--- src/rtl/mult_ctrl_pkg.sv ---
// Shared types and default widths for the bit-serial multiplier sequencer.
package mult_ctrl_pkg;

    typedef enum logic [2:0] {
        IDLE,
        CLEAR,
        SHIFT,
        DRAIN,
        DONE
    } state_t;

    localparam int unsigned DATA_W_DEF   = 16;
    localparam int unsigned WEIGHT_W_DEF = 16;

endpackage

--- src/rtl/mult_seq_ctrl.sv ---
// Sequencer for the bit-serial neuron multiplier: accepts an operand pair, streams the weight MSB first,
// captures the product. Optional busy-cycle counter enabled by defining MULT_SEQ_PERF_EN.
module mult_seq_ctrl
    import mult_ctrl_pkg::*;
#(
    parameter int unsigned DATA_W    = DATA_W_DEF,
    parameter int unsigned WEIGHT_W  = WEIGHT_W_DEF,
    parameter int unsigned DRAIN_CYC = 1
) (
    input  logic                clk,
    input  logic                reset,
    input  logic                in_valid,
    output logic                in_ready,
    input  logic [DATA_W-1:0]   neuron_in,
    input  logic [WEIGHT_W-1:0] weight_in,
    output logic                mult_clear,
    output logic                mult_enable,
    output logic                mult_weight_bit,
    output logic [DATA_W-1:0]   mult_input_neuron,
    input  logic [DATA_W-1:0]   mult_out,
    output logic [DATA_W-1:0]   result,
    output logic                result_valid,
    input  logic                result_ready
`ifdef MULT_SEQ_PERF_EN
    ,
    output logic [31:0]         perf_busy_cnt
`endif
);

    localparam int unsigned CNT_W   = $clog2(WEIGHT_W) + 1;
    localparam int unsigned DRAIN_W = (DRAIN_CYC > 1) ? $clog2(DRAIN_CYC) : 1;

    state_t              state;
    logic [CNT_W-1:0]    bit_cnt;
    logic [DRAIN_W-1:0]  drain_cnt;
    logic [WEIGHT_W-1:0] weight_reg;

    // Outputs are registered alongside the state: each transition loads the values the next state presents.
    // The weight is shifted left so its MSB is always the next bit to stream.
    always_ff @(posedge clk or posedge reset) begin
        if (reset) begin
            state             <= IDLE;
            in_ready          <= 1'b1;
            bit_cnt           <= '0;
            drain_cnt         <= '0;
            weight_reg        <= '0;
            mult_clear        <= 1'b0;
            mult_enable       <= 1'b0;
            mult_weight_bit   <= 1'b0;
            mult_input_neuron <= '0;
            result            <= '0;
            result_valid      <= 1'b0;
        end else begin
            case (state)
                IDLE: begin
                    if (in_valid) begin
                        mult_input_neuron <= neuron_in;
                        weight_reg        <= weight_in;
                        in_ready          <= 1'b0;
                        mult_clear        <= 1'b1;
                        state             <= CLEAR;
                    end
                end
                CLEAR: begin
                    mult_clear      <= 1'b0;
                    mult_enable     <= 1'b1;
                    mult_weight_bit <= weight_reg[WEIGHT_W-1];
                    weight_reg      <= weight_reg << 1;
                    bit_cnt         <= '0;
                    state           <= SHIFT;
                end
                SHIFT: begin
                    if (bit_cnt == CNT_W'(WEIGHT_W - 1)) begin
                        mult_enable     <= 1'b0;
                        mult_weight_bit <= 1'b0;
                        drain_cnt       <= '0;
                        state           <= DRAIN;
                    end else begin
                        bit_cnt         <= bit_cnt + CNT_W'(1);
                        mult_weight_bit <= weight_reg[WEIGHT_W-1];
                        weight_reg      <= weight_reg << 1;
                    end
                end
                DRAIN: begin
                    if (drain_cnt == DRAIN_W'(DRAIN_CYC - 1)) begin
                        result       <= mult_out;
                        result_valid <= 1'b1;
                        state        <= DONE;
                    end else begin
                        drain_cnt <= drain_cnt + DRAIN_W'(1);
                    end
                end
                DONE: begin
                    if (result_ready) begin
                        result_valid <= 1'b0;
                        in_ready     <= 1'b1;
                        state        <= IDLE;
                    end
                end
                default: begin
                    state    <= IDLE;
                    in_ready <= 1'b1;
                end
            endcase
        end
    end

`ifdef MULT_SEQ_PERF_EN
    always_ff @(posedge clk or posedge reset) begin
        if (reset) begin
            perf_busy_cnt <= '0;
        end else if (state != IDLE && perf_busy_cnt != '1) begin
            perf_busy_cnt <= perf_busy_cnt + 32'd1;
        end
    end
`else
    // No busy-cycle counter in this build.
`endif

endmodule
--- config.mk ---
export PLATFORM = sky130hd
export DESIGN_NAME = mult_seq_ctrl
export DESIGN_NICKNAME = d
export VERILOG_FILES = /design/src/rtl/mult_ctrl_pkg.sv /design/src/rtl/mult_seq_ctrl.sv
export SDC_FILE = /design/constraint.sdc
export NUM_CORES = 1
export LEC_CHECK = 0
export CAP_MARGIN = 10
export CORE_MARGIN = 2
export CORE_UTILIZATION = 47
export DETAILED_ROUTE_END_ITERATION = 10
export PLACE_DENSITY_LB_ADDON = 0.08
export SLEW_MARGIN = 25
export SYNTH_ARGS = -nofsm -noshare
export SYNTH_HDL_FRONTEND = slang
export SYNTH_SLANG_ARGS = --single-unit
--- constraint.sdc ---
create_clock -name clk -period 3.4 [get_ports clk]
set_input_delay 0.68 -clock clk [delete_from_list [all_inputs] [get_ports clk]]
set_output_delay 0.68 -clock clk [all_outputs]
set_load 0.01 [all_outputs]
Word-level counts from Yosys, hierarchy flattened
Cells that the tools add are included.
{"block": "op_classes", "addsub": 2, "n_mul": 0, "n_div": 0, "n_lt_le_gt_ge": 0, "eq_ne": 10, "shifts": 0, "mux": 24, "bitwise": 2, "reduce_logical": 17}
{"op": "16-bit one-hot mux with 3 select lines", "n": 1}
{"op": "16-bit two-way mux", "n": 2}
{"op": "3-bit one-hot mux with 5 select lines", "n": 1}
{"op": "3-bit two-way mux", "n": 4}
{"op": "2-bit AND reduction", "n": 6}
{"op": "2-bit != test, second input constant", "n": 5}
{"op": "1-bit one-hot mux with 2 select lines", "n": 5}
{"op": "5-bit one-hot mux with 2 select lines", "n": 1}
{"op": "3-bit AND reduction", "n": 3}
{"op": "1-bit two-way mux", "n": 8}
{"op": "2-bit nonzero test", "n": 4}
{"op": "3-bit by 2-bit equality test with 1-bit output, second input constant", "n": 2}
{"op": "5-bit by 1-bit adder with 5-bit output, second input constant", "n": 1}
{"op": "5-bit by 4-bit equality test with 1-bit output, second input constant", "n": 1}
{"op": "5-bit two-way mux", "n": 1}
{"op": "4-bit AND reduction", "n": 1}
{"op": "3-bit by 1-bit equality test with 1-bit output, second input constant", "n": 1}
{"op": "3-bit equality test, second input constant", "n": 1}
{"op": "3-bit zero test", "n": 1}
{"op": "1-bit one-hot mux with 3 select lines", "n": 1}
{"op": "3-bit nonzero test", "n": 1}
{"op": "3-bit OR reduction", "n": 1}
{"op": "1-bit NOT", "n": 2}
{"op": "1-bit adder, second input constant", "n": 1}
{"block": "totals", "register_bits": 62, "latch_bits": 0, "mem_bits_rw": 0, "mem_bits_ro": 0, "output_inout_bits": 37, "elab_cells": 66, "n_memories": 0}

Depth between registers and ports, before layout
Gate-level depths: netlist of run 1.
{"block": "logic_depth", "word_depth": 4, "ltp_mapped": 8, "mapped_depth_nobuf": 6}

Worst setup path after synthesis of run 1
OpenSTA, ideal clock, no wires.
{"block": "synth_timing", "kind": "register to register", "startpoint": "register bit_cnt[0]", "endpoint": "register weight_reg[15]", "setup_ps": 131, "arrival_time_ps": 2041, "path_slack_ps": 1227, "stages_incl_launch_ff": 9, "path_buffers": 2, "period_less_slack_ps": 2173, "path_cell_list": "dfrtp_1 -> ha_1 -> and3_1 -> ha_1 -> or3b_1 -> buf_6 -> buf_6 -> a221oi_1 -> a2bb2oi_2"}
{"block": "synth_between", "elab_chain_cells": 3}
{"element": "start, declared", "line": "mult_seq_ctrl.sv:34", "source": "logic [CNT_W-1:0] bit_cnt;"}
{"element": "start signal, assigned", "line": "mult_seq_ctrl.sv:79", "source": "bit_cnt <= bit_cnt + CNT_W'(1);"}
{"element": "5-bit by 4-bit equality test with 1-bit output", "line": "mult_seq_ctrl.sv:73", "source": "if (bit_cnt == CNT_W'(WEIGHT_W - 1)) begin"}
{"element": "2-bit != test (no source line)"}
{"element": "3-bit AND reduction (no source line)"}
{"element": "end signal, assigned", "line": "mult_seq_ctrl.sv:58", "source": "weight_reg <= weight_in;"}
{"element": "end signal, assigned", "line": "mult_seq_ctrl.sv:68", "source": "weight_reg <= weight_reg << 1;"}
{"element": "end signal, assigned", "line": "mult_seq_ctrl.sv:81", "source": "weight_reg <= weight_reg << 1;"}
{"element": "end, declared", "line": "mult_seq_ctrl.sv:36", "source": "logic [WEIGHT_W-1:0] weight_reg;"}
No other way between the ends.
A chain may end at the register's enable or synchronous reset.

Final worst setup path of run 1
{"block": "layout_timing", "startpoint": "register bit_cnt[0]", "endpoint": "register weight_reg[8]"}
Same word-level chain as after synthesis.

==> run summary, run 1 <==
The pin count of the biggest net entering global routing is 48. TritonCTS built the clock tree. The detailed-route wire length per cell came out at 16.42 um. The post-route netlist has 21.73% of its cells at a drive strength greater than 1.

The top-level I/O count is 89. The number of flops mapped to enable cells by yosys came out at 0. Summing the areas of all fa, ha and maj instances in the mapped netlist gives 0.8830% of the synthesized area. The worst path uses 77.68% of the clock period. The number of hold violations in the final report is 0. The clock skew is 0.007277 ns. The simple-gate area share of the yosys netlist is 5.740%. After synthesis, the mean cell area works out to 12.88 sq um.

The number of buffer cells added on primary ports is 88. Summed over all layers, the global routing overflow is 0. The sequential-to-total area share from yosys stat is 53.91%. The number of nets with antenna violations after detailed routing came out at 0.

For the pin with the worst max-slew slack, the measured transition is 0.6923 ns. The largest vdd supply drop came out at 0.4780 mV. The path class of the tightest hold or removal check is flip-flop to flip-flop.

The number of sinks on the clock net came out at 61. After synthesis, the share of flip-flops with an asynchronous set or reset is 100.0%. The die area came out at 0.006667 sq mm. Dividing total power by cell area gives a power density of 1006 mW/mm^2.

At the end of routability-driven placement, the weighted congestion stood at 0.7072. When the netlist entered floorplanning its net count stood at 274. The critical path goes through ha_1 -> and3_1 -> ha_1 -> or3b_1 -> a21oi_4 -> a2bb2oi_1. The starting density of the core came out at 48.15%. The final cell count without fillers is 388. The cell count after placement is 373.

The slowest stage of the critical path belongs to the cell sky130_fd_sc_hd__or3b_1. The worst setup slack for register-to-register paths is 0.76 ns. The number of pins exceeding their max-slew limit in the final report is 0. The time the final worst path needs with I/O delays and setup came out at 2.641 ns. The final-report setup violation count came out at 0. The number of antenna repair diodes is 0.

The library cells used most frequently in the layout, excluding fill and tap cells, are sky130_fd_sc_hd__clkdlybuf4s50_1, sky130_fd_sc_hd__dfrtp_1, sky130_fd_sc_hd__mux2_2, sky130_fd_sc_hd__o21ai_0, sky130_fd_sc_hd__a221oi_1. The post-detailed-routing wire length is 6.371 mm. Timing would allow up to 378.6 MHz. The number of buffers created by CTS is 9.

The data arrival time of the critical path is 2.89 ns. After clock tree synthesis, the setup repair step added 0 buffers. The number of detailed-routing iterations run before antenna repair came out at 4.

Yosys printed 0 warnings. STA classifies the critical path startpoint as a flip-flop. For the worst setup path, the data required time is 3.65 ns.

The clock transition time at the flip-flop clock pins of the worst setup and hold paths came out at 0.07 ns. In this run the number of H-tree levels came out at 3. Along the worst path, the maximum fanout reaches 16. The mux contribution to synthesized area came out at 13.07%.

The via count of the first global-routing pass is 2026. The iteration-0 DRC count of the detailed router came out at 244. The final layout net count came out at 363. Once detailed placement completed, the half-perimeter wirelength came to 4.187 mm. The number of fill cells in the layout came out at 470. For this run, the leading register cell type out of synthesis is sky130_fd_sc_hd__dfrtp_1.

The family of cells with the greatest summed delay on the critical path is simple AND/OR/NAND/NOR gates. The compound-cell area share of the yosys netlist is 21.15%. Together, buffers and inverters on the worst path number 0. The count of vias placed by the detailed router is 2183. The die extent in x is 81.65 um. For the final routed database, the setup TNS stands at 0 ns. The most common cell after layout, fill and taps aside is sky130_fd_sc_hd__clkdlybuf4s50_1. The cell repeated most along the worst path is sky130_fd_sc_hd__ha_1. Setup repair after global routing left no endpoint under its margin. The leakage dissipation came out at 1.599 nW. The flip-flop and latch count after synthesis is 61. The number of max-capacitance violations reported came out at 0.

The count of standard-cell rows came out at 28. The classification of the worst setup path is flip-flop to flip-flop. The count of different cell masters after synthesis came out at 46. The area inside the core boundary came out at 0.005886 sq mm. The root buffer cell chosen for the clock tree is sky130_fd_sc_hd__clkbuf_8. The flow ran to the end, and the final reports show no timing, DRC or antenna violations. The maximum buffer depth of the clock tree is 2. The area added between synthesis and finish is 39.25%. The number of hold buffers added after cts came out at 0. By area, the combinational part of the netlist is dominated by compound AO/OA/AOI/OAI gates. The via count normalized by instance count came out at 5.626. The number of antenna violations at the first check in global routing is 0. The worst-case headroom to the max-slew limit is 53.84%.

Synthesis produced 220 cells. Global routing consumed, over all layers together, 19.90% of the routing resources. Once the clock tree was built, the resizer swapped 0 gates to a different size.

The synthesized cell area came out at 0.002834 sq mm. The stage delay of the slowest cell on the critical path is 0.65 ns. The latest clock arrival within the worst-skew pair came out at 0.33 ns. The remaining routing DRC violations came out at 0. The xor/xnor share of the synthesized area is 0.6181%.

In this run the vertical extent of the chip is 81.65 um. The wire length of the first global-routing pass came out at 9.901 mm. The share of the core filled with cells came out at 67.05%.

The worst setup path is captured at a flip-flop.
-- power by group --
group	switching (W)	internal (W)	total, W
Clock	0.000266	0.000320	0.000587
Combinational	0.000905	0.00115	0.00205
Sequential	0.000237	0.00110	0.00133
-- metrics by stage --
step	hold slack (ns)	instance area [sq um]	worst slack, ns	power [W]
after floorplan	0.4729	2834	1.209	0.002667
after global placement	0.4856	3769	0.7932	0.003349
after detailed placement	0.4933	3769	0.7666	0.003403
after CTS	0.5075	3946	0.7472	0.004000
after global routing	0.5268	3946	0.5695	0.004239
final	0.5038	3946	0.7588	0.003971
-- area by class of cell --
type	count	area [sq um]	area share [%]
inverter	7	26.28	0.6658
multi-input combinational	135	1175	29.77
timing repair buffer	95	945.9	23.97
clock buffer	14	172.7	4.375
clock inverter	1	5.005	0.1268
sequential	61	1528	38.71
tap	75	93.84	2.378
-- metal layers --
metal	share of wire, %	up-vias	global-route usage [%]
met5	0	-	0
met4	0.66	0	5.000
met3	9.5	5	10.00
met2	46	84	29.67
met1	44	1089	25.95
li1	-	1005	-
-- Yosys cell counts (all sizes together), types with 2 or more instances --
master   instances  area [sq um]
dfrtp           60          1501
mux2            32         360.4
o21ai           19         95.09
a221oi          16         152.7
a2bb2oi         15         187.7
buf             10         78.81
clkbuf           7         26.28
inv              7         26.28
nand2            7         26.28
a21oi            5         36.29
nor2             4         15.01
nor3             3         15.01
o22ai            3         18.77
a22o             2         17.52
a22oi            2         15.01
a31oi            2         12.51
ha               2         25.02
o2bb2ai          2         17.52
-- cells by family after synthesis --
kind of cell               after synthesis
buffers and inverters                   24
DFF                                     61
AOI/OAI and AO/OA                       72
adders and majority gates                2
muxes                                   33
xor gates and xnor gates                 2
and+or+nand+nor                         26
-- worst register-to-register path: stages (launching register included) --
cell                        delay [ns]
sky130_fd_sc_hd__dfrtp_1          0.41
sky130_fd_sc_hd__ha_1             0.25
sky130_fd_sc_hd__and3_1           0.19
sky130_fd_sc_hd__ha_1             0.27
sky130_fd_sc_hd__or3b_1           0.65
sky130_fd_sc_hd__a21oi_4          0.59
sky130_fd_sc_hd__a2bb2oi_1        0.20
-- final timing paths --
check / start / depth (start not counted) / end
max reg2reg: bit_cnt[0]$_DFFE_PP0P_ / 6 / weight_reg[8]$_DFFE_PP0P_
min in group asynchronous: reset / 2 / result[12]$_DFFE_PP0P_
max in group asynchronous: reset / 3 / weight_reg[1]$_DFFE_PP0P_
min reg2reg: mult_input_neuron[4]$_DFFE_PP0P_ / 1 / mult_input_neuron[4]$_DFFE_PP0P_
min: mult_input_neuron[4]$_DFFE_PP0P_ / 1 / mult_input_neuron[4]$_DFFE_PP0P_
max: bit_cnt[0]$_DFFE_PP0P_ / 6 / weight_reg[8]$_DFFE_PP0P_
Power figures use the tool's default switching activity.
==> run 2: changes to the inputs <==
--- a/config.mk
+++ b/config.mk
@@ -7,7 +7,7 @@
 export LEC_CHECK = 0
 export CAP_MARGIN = 10
 export CORE_MARGIN = 2
-export CORE_UTILIZATION = 47
+export CORE_UTILIZATION = 42
 export DETAILED_ROUTE_END_ITERATION = 10
 export PLACE_DENSITY_LB_ADDON = 0.08
 export SLEW_MARGIN = 25
==> constraint.sdc (replaced) <==
create_clock -name clk -period 2.35 [get_ports clk]
set_input_delay 0.47 -clock clk [delete_from_list [all_inputs] [get_ports clk]]
set_output_delay 0.47 -clock clk [all_outputs]
set_load 0.01 [all_outputs]
==> run 2 against run 1 <==
  * Via count decreased by 1.3%
  * Clock power rose by 81%
  * Fmax rose by 21%
==> run summary, run 2 (synthesis gave the netlist of run 1 again) <==
The flow ran to the end, and the final reports show no timing, DRC or antenna violations. The number of detailed-routing iterations run before antenna repair is 4. For this run, design rule violations remaining after detail routing come to 0. For this run, the slowest stage of the critical path takes 0.41 ns.

From bottom edge to top edge, the die measures 86.15 um. Setup repair after global routing left no endpoint under its margin. The final-report setup violation count came out at 0. The detailed-route wire length per cell came out at 16.39 um.

The via count of the first global-routing pass came out at 2223. The number of pins exceeding their max-slew limit in the final report is 0. The CTS H-tree depth is 3. The area added between synthesis and finish came out at 43.89%.

The share of cells above drive strength 1 is 24.92%. Fill cells in the final layout number 520. The number of hold buffers added after cts is 0. The worst setup path is captured at a flip-flop. The worst-case headroom to the max-slew limit is 49.15%. For the final routed database, the setup TNS stands at 0 ns. The class of the most critical hold timing path is flip-flop to flip-flop. The number of buffers created by CTS is 9. The total congestion overflow came out at 0.

Buffers placed on the I/O ports in this run total 88. The placed wire-length estimate came out at 4.315 mm. STA puts the critical path data required time at 2.56 ns. The pin count of the biggest net entering global routing came out at 62. Leaving out fill and tap cells, the most frequent cells in the layout are sky130_fd_sc_hd__clkdlybuf4s50_1, sky130_fd_sc_hd__dfrtp_1, sky130_fd_sc_hd__mux2_2, sky130_fd_sc_hd__o21ai_0, sky130_fd_sc_hd__a221oi_1. The iteration-0 DRC count of the detailed router is 107. The quantity of gates resized following cts is 0.

The via count normalized by instance count is 5.415. The number of antenna repair diodes is 0. The clock tree from TritonCTS is yes. Walking the worst path, the cells encountered are ha_1 -> and3_1 -> ha_1 -> or3b_4 -> buf_4 -> a221oi_1 -> a2bb2oi_2. The number of antenna violations at the first check in global routing is 0.

The count of vias placed by the detailed router came out at 2155. The slew at the pin closest to its max-slew limit came out at 0.7620 ns. The latest clock arrival within the worst-skew pair came out at 0.33 ns.

The worst setup path is launched from a flip-flop. The count of standard-cell rows is 29. The wire length of the first global-routing pass is 10.60 mm. The most common cell after layout, fill and taps aside is sky130_fd_sc_hd__clkdlybuf4s50_1. The number of max-capacitance violations reported came out at 0. The all-layer global routing usage came out at 18.24%.

The post-detailed-routing wire length is 6.523 mm. The number of hold violations in the final report came out at 0. The top-level I/O count came out at 89. Among the stages of the critical path, the cell type that occurs most often is sky130_fd_sc_hd__ha_1. The critical-path cell with the highest stage delay is sky130_fd_sc_hd__dfrtp_1. Counting cells, the worst reg-to-reg path comes to 7. The number of nets with antenna violations after detailed routing is 0.

The number of post-CTS setup repair buffers came out at 0. Measured along the x axis, the die boundary spans 86.15 um. The floorplan step defined a die boundary enclosing 0.007421 sq mm. The weighted congestion at the end of routability-driven global placement is 0.7655. The peak fanout along the critical path came out at 8. Along the worst hold path, the cell count comes to 2. After clock tree synthesis, the clock-pin slew on the worst setup and hold paths is 0.08 ns. The critical path in this run is classified as flip-flop to flip-flop.

Summed over all cells, the static leakage comes to 1.663 nW. The clock drives 61 sinks. For this design the ratio of total power to cell area is 1490 mW/mm^2.

The area inside the core boundary came out at 0.006422 sq mm. The final critical-path share of the clock period came out at 93.05%. The clock skew is 0.01207 ns. The tree is rooted in a sky130_fd_sc_hd__clkbuf_8. In this run the deepest clock path goes through 2 buffers. The final layout net count came out at 370. Timing would allow up to 457.3 MHz. After layout, the minimum clock period comes to 2.187 ns. IR analysis of the VDD net gives a maximum drop of 0.7074 mV. The data arrival time of the critical path is 2.40 ns.

The worst hold slack came out at 0.5007 ns. The starting density of the core came out at 44.13%.
[run 2: area by class of cell]
cell class / instances / area, sq um / area share, %
Clock inverter: 4 / 70.07 / 1.718
Sequential cell: 61 / 1528 / 37.47
Tap cell: 77 / 96.34 / 2.363
Multi-Input combinational cell: 135 / 1191 / 29.21
Inverter: 7 / 26.28 / 0.6444
Clock buffer: 12 / 155.1 / 3.805
Timing Repair Buffer: 102 / 1011 / 24.79
[run 2: per-layer routing]
| metal | GRT usage [%] | share of wire, % |
|---|---|---|
| met1 | 23.23 | 45 |
| met2 | 27.63 | 46 |
| met3 | 9.143 | 9.1 |
| met4 | 4.762 | 0.58 |
| met5 | 0 | 0 |
[run 2: path summary, 6_finish.rpt]
path,startpoint,endpoint,slack [ns]
setup / recovery,bit_cnt[0]$_DFFE_PP0P_,weight_reg[3]$_DFFE_PP0P_,0.16
hold / removal,in_ready$_DFFE_PP1P_,in_ready$_DFFE_PP1P_,0.50
setup reg to reg,bit_cnt[0]$_DFFE_PP0P_,weight_reg[3]$_DFFE_PP0P_,0.16
hold reg to reg,in_ready$_DFFE_PP1P_,in_ready$_DFFE_PP1P_,0.50
max in group asynchronous,reset,in_ready$_DFFE_PP1P_,1.52
min in group asynchronous,reset,mult_input_neuron[7]$_DFFE_PP0P_,0.52
[run 2: per-stage QoR]
step | utilization, % | power, W | std cells | area, sq um | setup WS (ns)
after detailed placement | 59.85 | 0.005030 | 382 | 3844 | 0.09645
final | 63.49 | 0.006075 | 398 | 4078 | 0.1634
after global placement | 59.73 | 0.004960 | 382 | 3836 | 0.1511
after CTS | 63.35 | 0.006119 | 398 | 4069 | 0.09311
after floorplan | - | 0.003859 | 220 | 2834 | 0.1775
after global routing | 63.49 | 0.006497 | 398 | 4078 | 0.03678
[run 2: report_power, final]
group	total [W]	switching, W	internal (W)	leakage (nW)
clock	0.00106	0.000406	0.000652	0.116
combinational	0.00309	0.00134	0.00175	0.827
sequential	0.00193	0.000339	0.00159	0.720
total	0.00608	0.00208	0.00399	1.66
[run 2: critical path, delay by kind of cell (launching register included)]
family                     cells  cell delay, ns
and+or+nand+nor                2            0.60
adders and majority gates      2            0.44
AOI/OAI and AO/OA              2            0.43
DFF                            1            0.41
buffers and inverters          1            0.19
